### src/rtl/cocofdc_pkg.sv
// Shared types and legal parameter bounds for the CoCo FDC bus arbiter.
package cocofdc_pkg;

  typedef enum logic [2:0] {
    StIdle,
    StOff,
    StHalt,
    StGrant,
    StRel
  } arb_state_e;

  localparam int unsigned SettleMin   = 1;
  localparam int unsigned SettleMax   = 14;
  localparam int unsigned MaxRetryMin = 1;
  localparam int unsigned MaxRetryMax = 15;
  localparam int unsigned NregMax     = 16;

  function automatic bit is_pow2(input int unsigned v);
    return (v != 0) && ((v & (v - 1)) == 0);
  endfunction

endpackage

### src/rtl/cocofdc_regint.sv
// Per-register write-pending latch; a set and a clear on the same bit leave the bit set.
module cocofdc_regint
  import cocofdc_pkg::*;
#(
  parameter int unsigned NREG = 4
) (
  input  logic            eclk_i,
  input  logic            reset_ni,
  input  logic [NREG-1:0] set_i,
  input  logic [NREG-1:0] clr_i,
  output logic [NREG-1:0] pend_o
);

  logic [NREG-1:0] pend_d, pend_q;

  always_comb begin
    pend_d = (pend_q & ~clr_i) | set_i;
  end

  always_ff @(posedge eclk_i or negedge reset_ni) begin
    if (!reset_ni) begin
      pend_q <= '0;
    end else begin
      pend_q <= pend_d;
    end
  end

  assign pend_o = pend_q;

endmodule

### src/rtl/cocofdc_bus_arb.sv
// CoCo HALT-handshake arbiter granting the SRAM/EEPROM bus to the AVR.
// Register-write interrupts are built only when COCOFDC_REGINT_EN is defined.
module cocofdc_bus_arb
  import cocofdc_pkg::*;
#(
  parameter int unsigned ADDR_W    = 15,
  parameter int unsigned SETTLE    = 3,
  parameter int unsigned RETRY_WIN = 16,
  parameter int unsigned MAX_RETRY = 4,
  parameter int unsigned NREG      = 4
) (
  input  logic              eclk,
  input  logic              reset_n,
  input  logic              c_power,
  input  logic [ADDR_W-1:0] c_addrbus,
  input  logic              c_rw,
  input  logic              cts_n,
  input  logic              scs_n,
  input  logic              a_busreq,
  input  logic [ADDR_W:0]   a_addrbus,
  input  logic              a_rw,
  input  logic              a_een_n,
  input  logic [NREG-1:0]   a_regint_clr,
  output logic              halt_drv,
  output logic              a_busmaster,
  output logic              a_fault,
  output logic [NREG-1:0]   a_regint,
  output logic [ADDR_W-1:0] m_addrbus,
  output logic              m_rw,
  output logic              m_oe_n,
  output logic              s_cs_n,
  output logic              e_cs_n
);

  localparam int unsigned CntW   = $clog2(RETRY_WIN);
  localparam int unsigned RetryW = $clog2(MAX_RETRY + 1);
  localparam int unsigned IdxW   = (NREG > 1) ? $clog2(NREG) : 1;

  if (SETTLE < SettleMin || SETTLE > SettleMax || RETRY_WIN <= SETTLE ||
      MAX_RETRY < MaxRetryMin || MAX_RETRY > MaxRetryMax ||
      !is_pow2(NREG) || NREG > NregMax) begin : g_bad_param
    $error("cocofdc_bus_arb: illegal parameter set");
  end

  arb_state_e        state_d, state_q;
  logic [CntW-1:0]   cnt_d, cnt_q;
  logic [RetryW-1:0] retry_d, retry_q;
  logic              fault_d, fault_q;
  logic              halt_d, halt_q;
  logic              busmaster_d, busmaster_q;
  logic              bus_idle;

  assign bus_idle = cts_n & scs_n;

  always_ff @(posedge eclk or negedge reset_n) begin
    if (!reset_n) begin
      state_q     <= StIdle;
      cnt_q       <= '0;
      retry_q     <= '0;
      fault_q     <= 1'b0;
      halt_q      <= 1'b0;
      busmaster_q <= 1'b0;
    end else begin
      state_q     <= state_d;
      cnt_q       <= cnt_d;
      retry_q     <= retry_d;
      fault_q     <= fault_d;
      halt_q      <= halt_d;
      busmaster_q <= busmaster_d;
    end
  end

  always_comb begin
    state_d = state_q;
    cnt_d   = '0;
    retry_d = retry_q;
    fault_d = fault_q;
    case (state_q)
      StIdle: begin
        if (!a_busreq) fault_d = 1'b0;
        if (!c_power) state_d = StOff;
        else if (a_busreq && !fault_q) state_d = StHalt;
      end
      StOff: begin
        if (c_power) state_d = StIdle;
      end
      StHalt: begin
        if (!c_power) begin
          state_d = StOff;
          retry_d = '0;
        end else if (!a_busreq) begin
          state_d = StIdle;
        end else if (cnt_q == CntW'(SETTLE - 1) && bus_idle) begin
          state_d = StGrant;
        end else if (cnt_q == CntW'(RETRY_WIN - 1)) begin
          // Retry is zeroed on fault so the next request starts a fresh budget.
          if (retry_q == RetryW'(MAX_RETRY - 1)) begin
            state_d = StIdle;
            fault_d = 1'b1;
            retry_d = '0;
          end else begin
            retry_d = retry_q + 1'b1;
          end
        end else begin
          cnt_d = cnt_q + 1'b1;
        end
      end
      StGrant: begin
        if (!c_power) begin
          state_d = StOff;
          retry_d = '0;
        end else if (!a_busreq) begin
          state_d = StRel;
        end
      end
      StRel: begin
        state_d = c_power ? StIdle : StOff;
        retry_d = '0;
      end
      default: state_d = StIdle;
    endcase
  end

  // Registered outputs are decoded from the state being entered.
  always_comb begin
    halt_d      = 1'b0;
    busmaster_d = 1'b0;
    case (state_d)
      StHalt, StRel: halt_d = 1'b1;
      StGrant: begin
        halt_d      = 1'b1;
        busmaster_d = 1'b1;
      end
      StOff:   busmaster_d = 1'b1;
      default: ;
    endcase
  end

  assign halt_drv    = halt_q;
  assign a_busmaster = busmaster_q;
  assign a_fault     = fault_q;

  always_comb begin
    if (busmaster_q) begin
      m_addrbus = a_addrbus[ADDR_W-1:0];
      m_rw      = a_rw;
      m_oe_n    = a_een_n;
      s_cs_n    = a_addrbus[ADDR_W];
      e_cs_n    = ~a_addrbus[ADDR_W];
    end else begin
      m_addrbus = c_addrbus;
      m_rw      = c_rw;
      m_oe_n    = bus_idle | ~eclk;
      s_cs_n    = scs_n;
      e_cs_n    = cts_n;
    end
  end

`ifdef COCOFDC_REGINT_EN
  logic [NREG-1:0] regint_set;
  logic [IdxW-1:0] reg_idx;

  assign reg_idx = c_addrbus[IdxW-1:0];

  always_comb begin
    regint_set = '0;
    if (!scs_n && !c_rw && c_power) regint_set[reg_idx] = 1'b1;
  end

  cocofdc_regint #(
    .NREG(NREG)
  ) u_regint (
    .eclk_i  (eclk),
    .reset_ni(reset_n),
    .set_i   (regint_set),
    .clr_i   (a_regint_clr),
    .pend_o  (a_regint)
  );
`else
  logic unused_regint_clr;
  assign unused_regint_clr = ^a_regint_clr;
  assign a_regint          = '0;
`endif

endmodule
### config.mk
export PLATFORM = sky130hd
export DESIGN_NAME = cocofdc_bus_arb
export DESIGN_NICKNAME = d
export VERILOG_FILES = /design/src/rtl/cocofdc_pkg.sv /design/src/rtl/cocofdc_regint.sv /design/src/rtl/cocofdc_bus_arb.sv
export SDC_FILE = /design/constraint.sdc
export NUM_CORES = 1
export LEC_CHECK = 0
export ABC_AREA = 1
export BUFFER_PORTS_ARGS = -buffer_cell sky130_fd_sc_hd__buf_2
export CAP_MARGIN = 10
export CORE_MARGIN = 1.5
export CORE_UTILIZATION = 40
export CTS_CLUSTER_DIAMETER = 120
export DETAILED_ROUTE_END_ITERATION = 8
export PLACE_DENSITY = 0.82
export SETUP_SLACK_MARGIN = 0.02
export SLEW_MARGIN = 30
export SYNTH_ARGS = -nofsm -noshare
export SYNTH_HDL_FRONTEND = slang
export SYNTH_SLANG_ARGS = --single-unit
### constraint.sdc
create_clock -name eclk -period 1.5 [get_ports eclk]
set_clock_uncertainty 0.05 [all_clocks]
set_input_delay 0 -clock eclk [delete_from_list [all_inputs] [get_ports eclk]]
set_output_delay 0 -clock eclk [all_outputs]
set_load 0.01 [all_outputs]
After elaboration in Yosys (flattened, before gate mapping):

Cells that the tools add are included.

* register bits: 13
* logic and storage cells: 81
* output and inout bits: 26
* input port bits: 44

* add/subtract/negate cells: 2
* multiplexer cells: 38
* bitwise operators: 4
* equal/unequal tests: 21
* reductions and logical operators: 10

Operators with widths (number)
* two-way mux 3 bit: 16
* two-way mux 4 bit: 5
* equality test 3 x 2 -> 1 bit (second input constant): 5
* two-way mux 15 bit: 1
* case mux 3 bit (5 select lines): 1
* != test 2 bit (second input constant): 7
* two-way mux 1 bit: 13
* != test 3 bit (second input constant): 3
* case mux 3 bit (3 select lines): 1
* AND reduction 7 bit: 1
* equality test 3 x 1 -> 1 bit (second input constant): 2
* equality test 3 bit (second input constant): 2
* AND reduction 5 bit: 1
* adder 4 x 1 -> 4 bit (second input constant): 1
* equality test 4 x 2 -> 1 bit (second input constant): 1
* equality test 4 bit (second input constant): 1
* adder 3 x 1 -> 3 bit (second input constant): 1
* zero test 3 bit: 1
* nonzero test 3 bit: 1
* OR reduction 3 bit: 1
* logical AND 1 bit: 2
* inverter 1 bit: 2
* case mux 1 bit (2 select lines): 1
* nonzero test 2 bit: 1
* other kinds (4): 4

Logic depth before layout (Yosys ltp):

Gate-level depths: netlist of run 1.

* word-level depth: 10
* gate-level depth with buffers: 8
* gate-level depth less buffers: 8

==> results of run 1 <==
-- worst max-delay path by stage --
stage                         endpoint  slack [ns]
final                           e_cs_n        0.07
after global routing          cnt_q[3]        0.01
after CTS                 m_addrbus[6]        0.08
after detailed placement    retry_q[1]        0.13
after global placement      retry_q[1]        0.16
after floorplan             retry_q[2]        0.26
-- layout make-up --
cell class | count | area (um2)
sequential | 13 | 325
multi-input combinational | 135 | 646
timing repair buffer | 66 | 359
clock buffer | 8 | 53.8
inverter | 14 | 55.1
fill | 236 | 1000
tap | 30 | 37.5
-- cell usage in the layout, fill, tap and decap left out, types with 3 or more instances in the layout --
master	n
buf_2	61
clkbuf_4	6
conb_1	4
dfrtp_1	13
dlygate4sd3_1	4
ha_1	3
inv_1	9
inv_2	4
nand2_1	76
nand3_1	12
nor2_1	17
o21ai_0	4
-- metal layers --
layer / vias up / wire, um / track usage (%)
met5: - / 0 / 0
met4: 0 / 76 / 16.7
met3: 10 / 333 / 7.50
met2: 68 / 1270 / 37.4
met1: 519 / 1030 / 19.8
li1: 654 / - / -
-- what timing repair did --
item / 4_1_cts / 5_1_grt
hold buffers: 4 / 0
pin swaps: 0 / 1
endpoints found under the hold margin: 19 / 0
endpoints found under the setup margin: 11 / 14
gates resized for setup: 1 / 4
setup buffers: 0 / 0
-- metrics by stage --
step	setup WS [ns]	area (um2)	power [mW]	hold slack, ns	utilization (%)
after floorplan	0.260	1060	0.719	-0.346	-
after global placement	0.156	1370	0.881	-0.154	55.2
after detailed placement	0.134	1370	0.887	-0.150	55.2
after CTS	0.0842	1460	1.25	0.0204	58.8
after global routing	0.0112	1480	1.36	0.0438	59.6
final	0.0749	1480	1.25	0.0199	59.6
-- power by group --
part           internal (mW)  total [mW]  switching (mW)
Sequential             0.388       0.424          0.0353
Combinational          0.192       0.451           0.259
Clock                  0.204       0.372           0.167
Total                  0.785        1.25           0.462
-- critical path, stage by stage, from the launching register on --
cell and delay, ns:
dfrtp_1 0.40, buf_4 0.24, nand2_1 0.09, o21a_1 0.10, buf_2 0.13
-- registers in the layout, summed over array words and instances (netlist names) --
signal,flops
state_q,3
a_fault,1
a_busmaster,1
retry_q,3
halt_drv,1
cnt_q,4
-- logic make-up (layout without fill, tap and decap cells) --
family,after synthesis,after routing
simple gates,115,115
flops,13,13
xor+xnor,2,2
buf+inv,21,88
compound gates,11,11
fa+ha+maj,3,3
other cells,1,4
==> results.py, run 1 <==
metrics = {
    "synth": {
        "netlist_area_um2": 1040,
        "ys_ff_latch": 13,
        "synth_ff_type": "dfrtp_1",
        "ys_seq_area_share_pct": 31.1,
        "synth_fa_ha_area_share_pct": 3.59,
        "synth_cells": 166,
        "synth_edf_count": 0,
        "synth_mux_area_share_pct": 0,
        "synth_top_cell_area_share_pct": 31.1,
        "synth_top_family_by_area": "simple AND/OR/NAND/NOR gates",
        "yosys.area.top_type": "dfrtp_1",
        "synth_xor_area_share_pct": 1.68,
        "yosysMostFrequentCell": "nand2_1",
        "synth.avg_cell_area_um2": 6.29,
        "yosysWarnings": 0,
        "async_reset_ff_share_pct": 100,
        "yosys-top-cells-area": "dfrtp_1 31%, nand2_1 27%, nand3_1 6.2%, nor2_1 6.1%, buf_4 3.6%",
        "yosys.cell_types.count": 26,
        "synth-simple-area-share_pct": 46.7,
        "synth-compound-area-share_pct": 7.07,
        "synthTopCellsByCount": "76 x nand2_1, 17 x nor2_1, 13 x dfrtp_1, 13 x nand3_1, 9 x inv_1",
    },
    "sta": {
        "drv_slew": 0,
        "tightestPinTransition_ns": 0.567,
        "fin_crit_sh_pct": 95.0,
        "setup_viol": 0,
        "slew_headroom_pct": 62.1,
        "tns_ns": 0,
        "timing.fmax_ghz": 0.702,
        "hold_viol_final": 0,
        "fin_crit_ns": 1.43,
        "rsz0062_at_grt": "yes",
    },
    "floorplan": {
        "die_w_um": 54.1,
        "start_util_pct": 42.2,
        "core_area_um2": 2480,
        "row_count": 18,
        "io-pin-count": 70,
        "die_y_um": 54.1,
        "die-area_um2": 2930,
    },
    "power": {
        "vdd_drop_max_uv": 768,
        "pwr_density_cell_nw_per_um2": 844,
        "p_leak_nw": 0.898,
    },
    "cells_and_area": {
        "finalNonFillerCells": 266,
        "drive_gt1_share_pct": 35.2,
        "diodes": 0,
        "area.growth.synth_to_final_pct": 41.3,
        "nets": 284,
    },
    "detailed_routing": {
        "dr.pass1.iters": 4,
        "drt_iter0_drc": 20,
        "drt_wl_total_um": 2700,
        "viasPerCell": 4.70,
        "drcViolationCount": 0,
        "routed-via-count": 1251,
        "wl_per_cell_um": 10.2,
        "antenna_left": 0,
    },
    "global_route": {
        "grt_pass1_wl_um": 4170,
        "grt_max_degree": 20,
        "grt_pass1_vias": 1071,
        "grt-ovfl-total": 0,
        "antenna_found_initial": 0,
        "track_usage_pct": 21.3,
    },
    "setup_path": {
        "worstPathArrival_ns": 1.38,
        "r2r-start": "state_q[2]",
        "critPathRequiredTime_ns": 1.45,
        "ff2ff_path_depth": 5,
        "cp-end-kind": "output port",
        "worstSetupStartpoint": "a_busmaster",
        "start_kind": "flip-flop",
        "critPathMaxFanout": 19,
        "regToRegSetupSlack_ns": 0.13,
        "reg2reg_to": "cnt_q[3]",
        "crit_type": "flip-flop to output port",
    },
    "place": {
        "routabilityCongestion": 0.812,
        "hpwl_um": 2080,
        "numPortBuffers": 61,
        "placedCellCount": 255,
    },
    "clock_network": {
        "cts_tree": "built",
        "path_clk_slew_ns": 0.07,
        "clk_latency_ns": 0.40,
    },
    "outcome": {
        "status": "completed",
    },
    "job": {
        "maxCapViolCount": 0,
    },
    "min_path": {
        "holdPathEnd": "cnt_q[2]",
        "min_path_cells": 4,
        "min_path_type": "input pin to flip-flop",
        "hp-start": "cts_n",
    },
}
No activity file was read; power rests on OpenSTA's default activity.
==> run 2, diff against run 1 <==
- PLACE_DENSITY: 0.82 -> default
- PLACE_DENSITY_LB_ADDON: default -> 0.1
==> run 2 against run 1 <==
Against the previous run: worst setup slack improved by 0.029 ns; via count increased by 1.8%; combinational power increased by 0.9%; routed wire length increased by 3.8%; total power decreased by 0.82%; register-to-register slack improved by 0.03 ns; global-route usage decreased by 2.7 points; worst hold slack improved by 0.019 ns; critical path depth unchanged; largest power group unchanged.
==> results.py, run 2 (same netlist as run 1, synthesis figures left out) <==
metrics = {
    "outcome": {
        "status": "completed",
    },
    "min_path": {
        "min_path_cells": 4,
        "min_path_type": "input pin to flip-flop",
    },
    "floorplan": {
        "die_w_um": 54.1,
        "die_y_um": 54.1,
        "io-pin-count": 70,
        "die-area_um2": 2930,
        "row_count": 18,
        "start_util_pct": 42.2,
        "core_area_um2": 2480,
    },
    "global_route": {
        "antenna_found_initial": 0,
        "track_usage_pct": 18.6,
        "grt_pass1_wl_um": 3870,
        "use_met1_pct": 19.3,
        "grt_use_met2_pct": 32.9,
        "grt_pass1_vias": 1031,
        "grt_max_degree": 20,
        "grt.busiest_layer": "met2",
        "grt-ovfl-total": 0,
        "gr-usage-met3_pct": 6.11,
    },
    "setup_path": {
        "worst-path-buf-inv": 2,
        "path_delay_family": "flip-flops",
        "critPathSlowestCell": "dfrtp_1",
        "start_kind": "flip-flop",
        "cpPeakStageDelay_ns": 0.39,
        "crit_type": "flip-flop to output port",
        "critPathMaxFanout": 19,
        "worstPathArrival_ns": 1.35,
        "cp-end-kind": "output port",
        "ff2ff_path_depth": 6,
        "cp_num_cells": 4,
        "path_cells": "buf_4 -> nand2_1 -> o21a_1 -> buf_2",
        "critPathRequiredTime_ns": 1.45,
    },
    "detailed_routing": {
        "antenna_left": 0,
        "drcViolationCount": 0,
        "routed-via-count": 1274,
        "viasPerCell": 4.77,
        "dr.pass1.iters": 4,
        "drt_iter0_drc": 27,
        "wl_per_cell_um": 10.5,
        "drt_wl_total_um": 2810,
    },
    "job": {
        "maxCapViolCount": 0,
    },
    "sta": {
        "tightestPinTransition_ns": 0.594,
        "setup_ws_ns": 0.103,
        "slew_headroom_pct": 60.3,
        "drv_slew": 0,
        "fin_crit_sh_pct": 93.1,
        "rsz0062_at_grt": "yes",
        "fin_crit_ns": 1.40,
        "tns_ns": 0,
        "setup_viol": 0,
        "hold_viol_final": 0,
        "timing.fmax_ghz": 0.716,
    },
    "cells_and_area": {
        "nets": 285,
        "final_cell_mix": "76 x nand2_1, 61 x buf_2, 17 x nor2_1",
        "final_util_pct": 59.4,
        "largest-register": "cnt_q",
        "diodes": 0,
        "layout_commonest_cell": "nand2_1",
        "top_regs": "cnt_q (4), retry_q (3), state_q (3)",
        "largest_reg_flops": 4,
        "area.growth.synth_to_final_pct": 40.8,
        "drive_gt1_share_pct": 35.4,
        "design_area_um2": 1470,
    },
    "place": {
        "placed_cell_area_um2": 1370,
        "hpwl_um": 2170,
        "preCtsSetupSlack_ns": 0.137,
        "numPortBuffers": 61,
        "routabilityCongestion": 0.829,
    },
    "clock_network": {
        "path_clk_slew_ns": 0.08,
        "cts_tree": "built",
        "clk_latency_ns": 0.39,
    },
    "power": {
        "p_total_mw": 1.24,
        "vdd_drop_max_uv": 597,
        "pwr_density_cell_nw_per_um2": 840,
        "p_leak_nw": 0.903,
    },
}
## run 2: changes by cell type in the layout (fill, tap and decap cells not counted), sizes merged
| cell | previous run | this run |
|---|---|---|
| buf | 63 | 64 |
## run 2: cell type report
class / count / area [um2]
multi-input cells: 135 / 637
inverters: 14 / 55.1
flip-flops and latches: 13 / 325
clock buffers: 8 / 53.8
fillers: 256 / 1010
repair buffers: 67 / 363
well taps: 30 / 37.5
## run 2: repair_timing
item	in CTS	in global routing
endpoints found under the setup margin	9	10
endpoints found under the hold margin	19	0
gates cloned	0	0
setup buffers	0	1
hold buffers	4	0
resized for setup	1	2
pin swaps	0	1
## run 2: path summary, 6_finish.rpt
| check | endpoint | slack, ns | start |
|---|---|---|---|
| worst max-delay path | e_cs_n | 0.10 | a_busmaster |
| worst min-delay path | cnt_q[2] | 0.04 | cts_n |
| worst max register to register | retry_q[2] | 0.16 | cnt_q[0] |
| worst min register to register | retry_q[1] | 0.43 | retry_q[1] |
| max in group asynchronous | halt_drv | 0.40 | reset_n |
| min in group asynchronous | retry_q[0] | 0.61 | reset_n |
## run 2: worst register-to-register path, cell delays in order, from the launching register on
cell and delay (ns):
dfrtp_1 0.39, ha_1 0.22, nand3_2 0.13, o211ai_2 0.26, nand2_2 0.09, nand2_1 0.07
nand2_1 0.05
## run 2: routing by layer
layer,share of wire [%],vias to the layer above,wire length [um]
met5,0,-,0
met1,41,556,1160
met2,47,61,1310
li1,-,652,-
met3,10,5,293
met4,1.4,0,40
## run 2: through the flow
step           hold WS, ns  cells
2_1_floorplan       -0.346    169
5_1_grt             0.0715    267
3_3_place_gp        -0.147    255
3_5_place_dp        -0.144    255
4_1_cts             0.0385    266
6_report            0.0388    267
## run 2: report_power, final
group | switching [mW] | total (mW) | internal, mW
registers | 0.0310 | 0.419 | 0.388
logic | 0.265 | 0.455 | 0.190
clock network | 0.159 | 0.362 | 0.203
==> run 3, diff against run 2 <==
- CELL_PAD_IN_SITES_DETAIL_PLACEMENT: default -> 1
- CELL_PAD_IN_SITES_GLOBAL_PLACEMENT: default -> 2
- CORE_UTILIZATION: 40 -> 19
==> run 3 against run 2 <==
Against the previous run: cell count rose by 14%; worst hold slack worse by 0.0088 ns; clock power is 51% higher; sequential share of layout area is 0.88 points lower; sequential power increased by 1%; largest cell class unchanged; largest power group is now clock; highest routed layer unchanged.
==> results.py, run 3 (same netlist as run 1, synthesis figures left out) <==
metrics = {
    "outcome": {
        "status": "completed",
    },
    "detailed_routing": {
        "wl_per_cell_um": 12.1,
        "antenna_left": 0,
        "viasPerCell": 4.21,
        "drt_wl_total_um": 3670,
        "drt_iter0_drc": 19,
        "dr.pass1.iters": 4,
        "routed-via-count": 1281,
        "drcViolationCount": 0,
    },
    "power": {
        "seqPwrFrac_pct": 29.5,
        "power_frac_clock_pct": 38.0,
        "p_total_mw": 1.44,
        "vdd_drop_max_uv": 407,
        "switching_share_pct": 34.2,
        "p_int_uw": 945,
        "combPwrFrac_pct": 32.5,
        "pwr_density_cell_nw_per_um2": 937,
        "switching_power_uw": 491,
        "p_leak_nw": 0.904,
    },
    "sta": {
        "setup_ws_ns": 0.137,
        "fin_crit_ns": 1.36,
        "hold_viol_final": 0,
        "fin_crit_sh_pct": 90.8,
        "drv_slew": 0,
        "timing.fmax_ghz": 0.734,
        "rsz0062_at_grt": "no",
        "tns_ns": 0,
        "setup_viol": 0,
        "holdWs_ns": 0.0300,
    },
    "place": {
        "placed_cell_area_um2": 1420,
        "routabilityCongestion": 0.781,
        "preCtsSetupSlack_ns": 0.102,
        "placedCellCount": 295,
        "numPortBuffers": 61,
        "hpwl_um": 3100,
    },
    "cells_and_area": {
        "diodes": 0,
        "finalNonFillerCells": 304,
        "largest-register": "cnt_q",
        "nets": 282,
        "area.growth.synth_to_final_pct": 46.7,
        "layout_commonest_cell": "nand2_1",
        "final_cell_mix": "76 x nand2_1, 61 x buf_2, 16 x nor2_1",
        "top_regs": "cnt_q (4), retry_q (3), state_q (3)",
        "largest_reg_flops": 4,
        "design_area_um2": 1530,
        "drive_gt1_share_pct": 35.9,
        "final_util_pct": 29.4,
    },
    "floorplan": {
        "die_y_um": 77.2,
        "die_w_um": 77.2,
        "core_area_um2": 5200,
        "die-area_um2": 5950,
        "io-pin-count": 70,
        "start_util_pct": 20.1,
        "row_count": 26,
    },
    "global_route": {
        "grt_pass1_vias": 1346,
        "grt_max_degree": 20,
        "antenna_found_initial": 0,
        "grt_pass1_wl_um": 6110,
        "track_usage_pct": 13.2,
        "grt-ovfl-total": 0,
    },
    "setup_path": {
        "start_kind": "flip-flop",
        "cp-end-kind": "flip-flop",
        "ff2ff_path_depth": 6,
        "critPathSlowestCell": "dfrtp_1",
        "worstPathArrival_ns": 1.55,
        "path_common_cell": "nand2_1",
        "critPathMaxFanout": 4,
        "critPathRequiredTime_ns": 1.69,
        "path_cells": "ha_1 -> nand3_2 -> o211ai_2 -> nand2_2 -> nand2_1 -> nand2_1",
        "cpPeakStageDelay_ns": 0.39,
        "crit_type": "flip-flop to flip-flop",
    },
    "clock_network": {
        "cts_tree": "built",
        "path_clk_slew_ns": 0.06,
        "clk_latency_ns": 0.35,
    },
    "job": {
        "maxCapViolCount": 0,
    },
    "min_path": {
        "min_path_type": "input pin to asynchronous set/reset pin",
    },
}
-- run 3: cell count changes in the layout (fill, tap and decap cells not counted) --
cell,previous run,this run
clkbuf_8,0,6
nor2_2,0,1
clkinv_2,0,1
nor2_1,17,16
clkbuf_4,6,0
dlygate4sd3_1,4,2
buf_4,3,2
inv_4,1,0
-- run 3: area by class of cell --
type | count | area (um2)
Sequential cell | 13 | 325
Timing Repair Buffer | 64 | 335
Tap cell | 70 | 87.6
Clock buffer | 8 | 91.3
Multi-Input combinational cell | 135 | 639
Inverter | 14 | 53.8
Fill cell | 678 | 3670
-- run 3: power groups by stage --
stage          Sequential, mW  Clock [mW]  Combinational, mW
6_report                0.424       0.546              0.467
3_3_place_gp            0.425      0.0221              0.455
4_1_cts                 0.422       0.560              0.478
5_1_grt                 0.430       0.592              0.529
3_5_place_dp            0.428      0.0221              0.472
2_1_floorplan           0.422      0.0132              0.284
-- run 3: path summary, 6_finish.rpt --
| path | startpoint | endpoint | slack (ns) |
|---|---|---|---|
| hold reg to reg | retry_q[1] | retry_q[1] | 0.44 |
| max in group asynchronous | reset_n | cnt_q[0] | 1.12 |
| min in group eclk | c_power | retry_q[0] | 0.03 |
| hold / removal | reset_n | state_q[2] | 0.03 |
| setup reg to reg | cnt_q[0] | retry_q[2] | 0.14 |
| setup / recovery | cnt_q[0] | retry_q[2] | 0.14 |
-- run 3: what timing repair did --
item	in CTS	in global routing
endpoints found under the hold margin	15	0
gates resized for setup	1	2
buffers inserted	0	0
hold buffers	2	0
setup endpoints to repair	11	7
pin swaps	0	1
-- run 3: critical path: cells and delay by family (launching register included) --
kind	cells	cell delay, ns
AOI/OAI and AO/OA	1	0.27
and+or+nand+nor	4	0.34
adders and majority gates	1	0.21
DFF	1	0.39
-- run 3: metal layers --
layer	track usage [%]	vias to the layer above	share of wire (%)
met5	0	-	0
met4	5.09	0	1.3
met3	5.00	5	5.2
met2	22.1	33	50
met1	15.2	600	44
li1	-	643	-
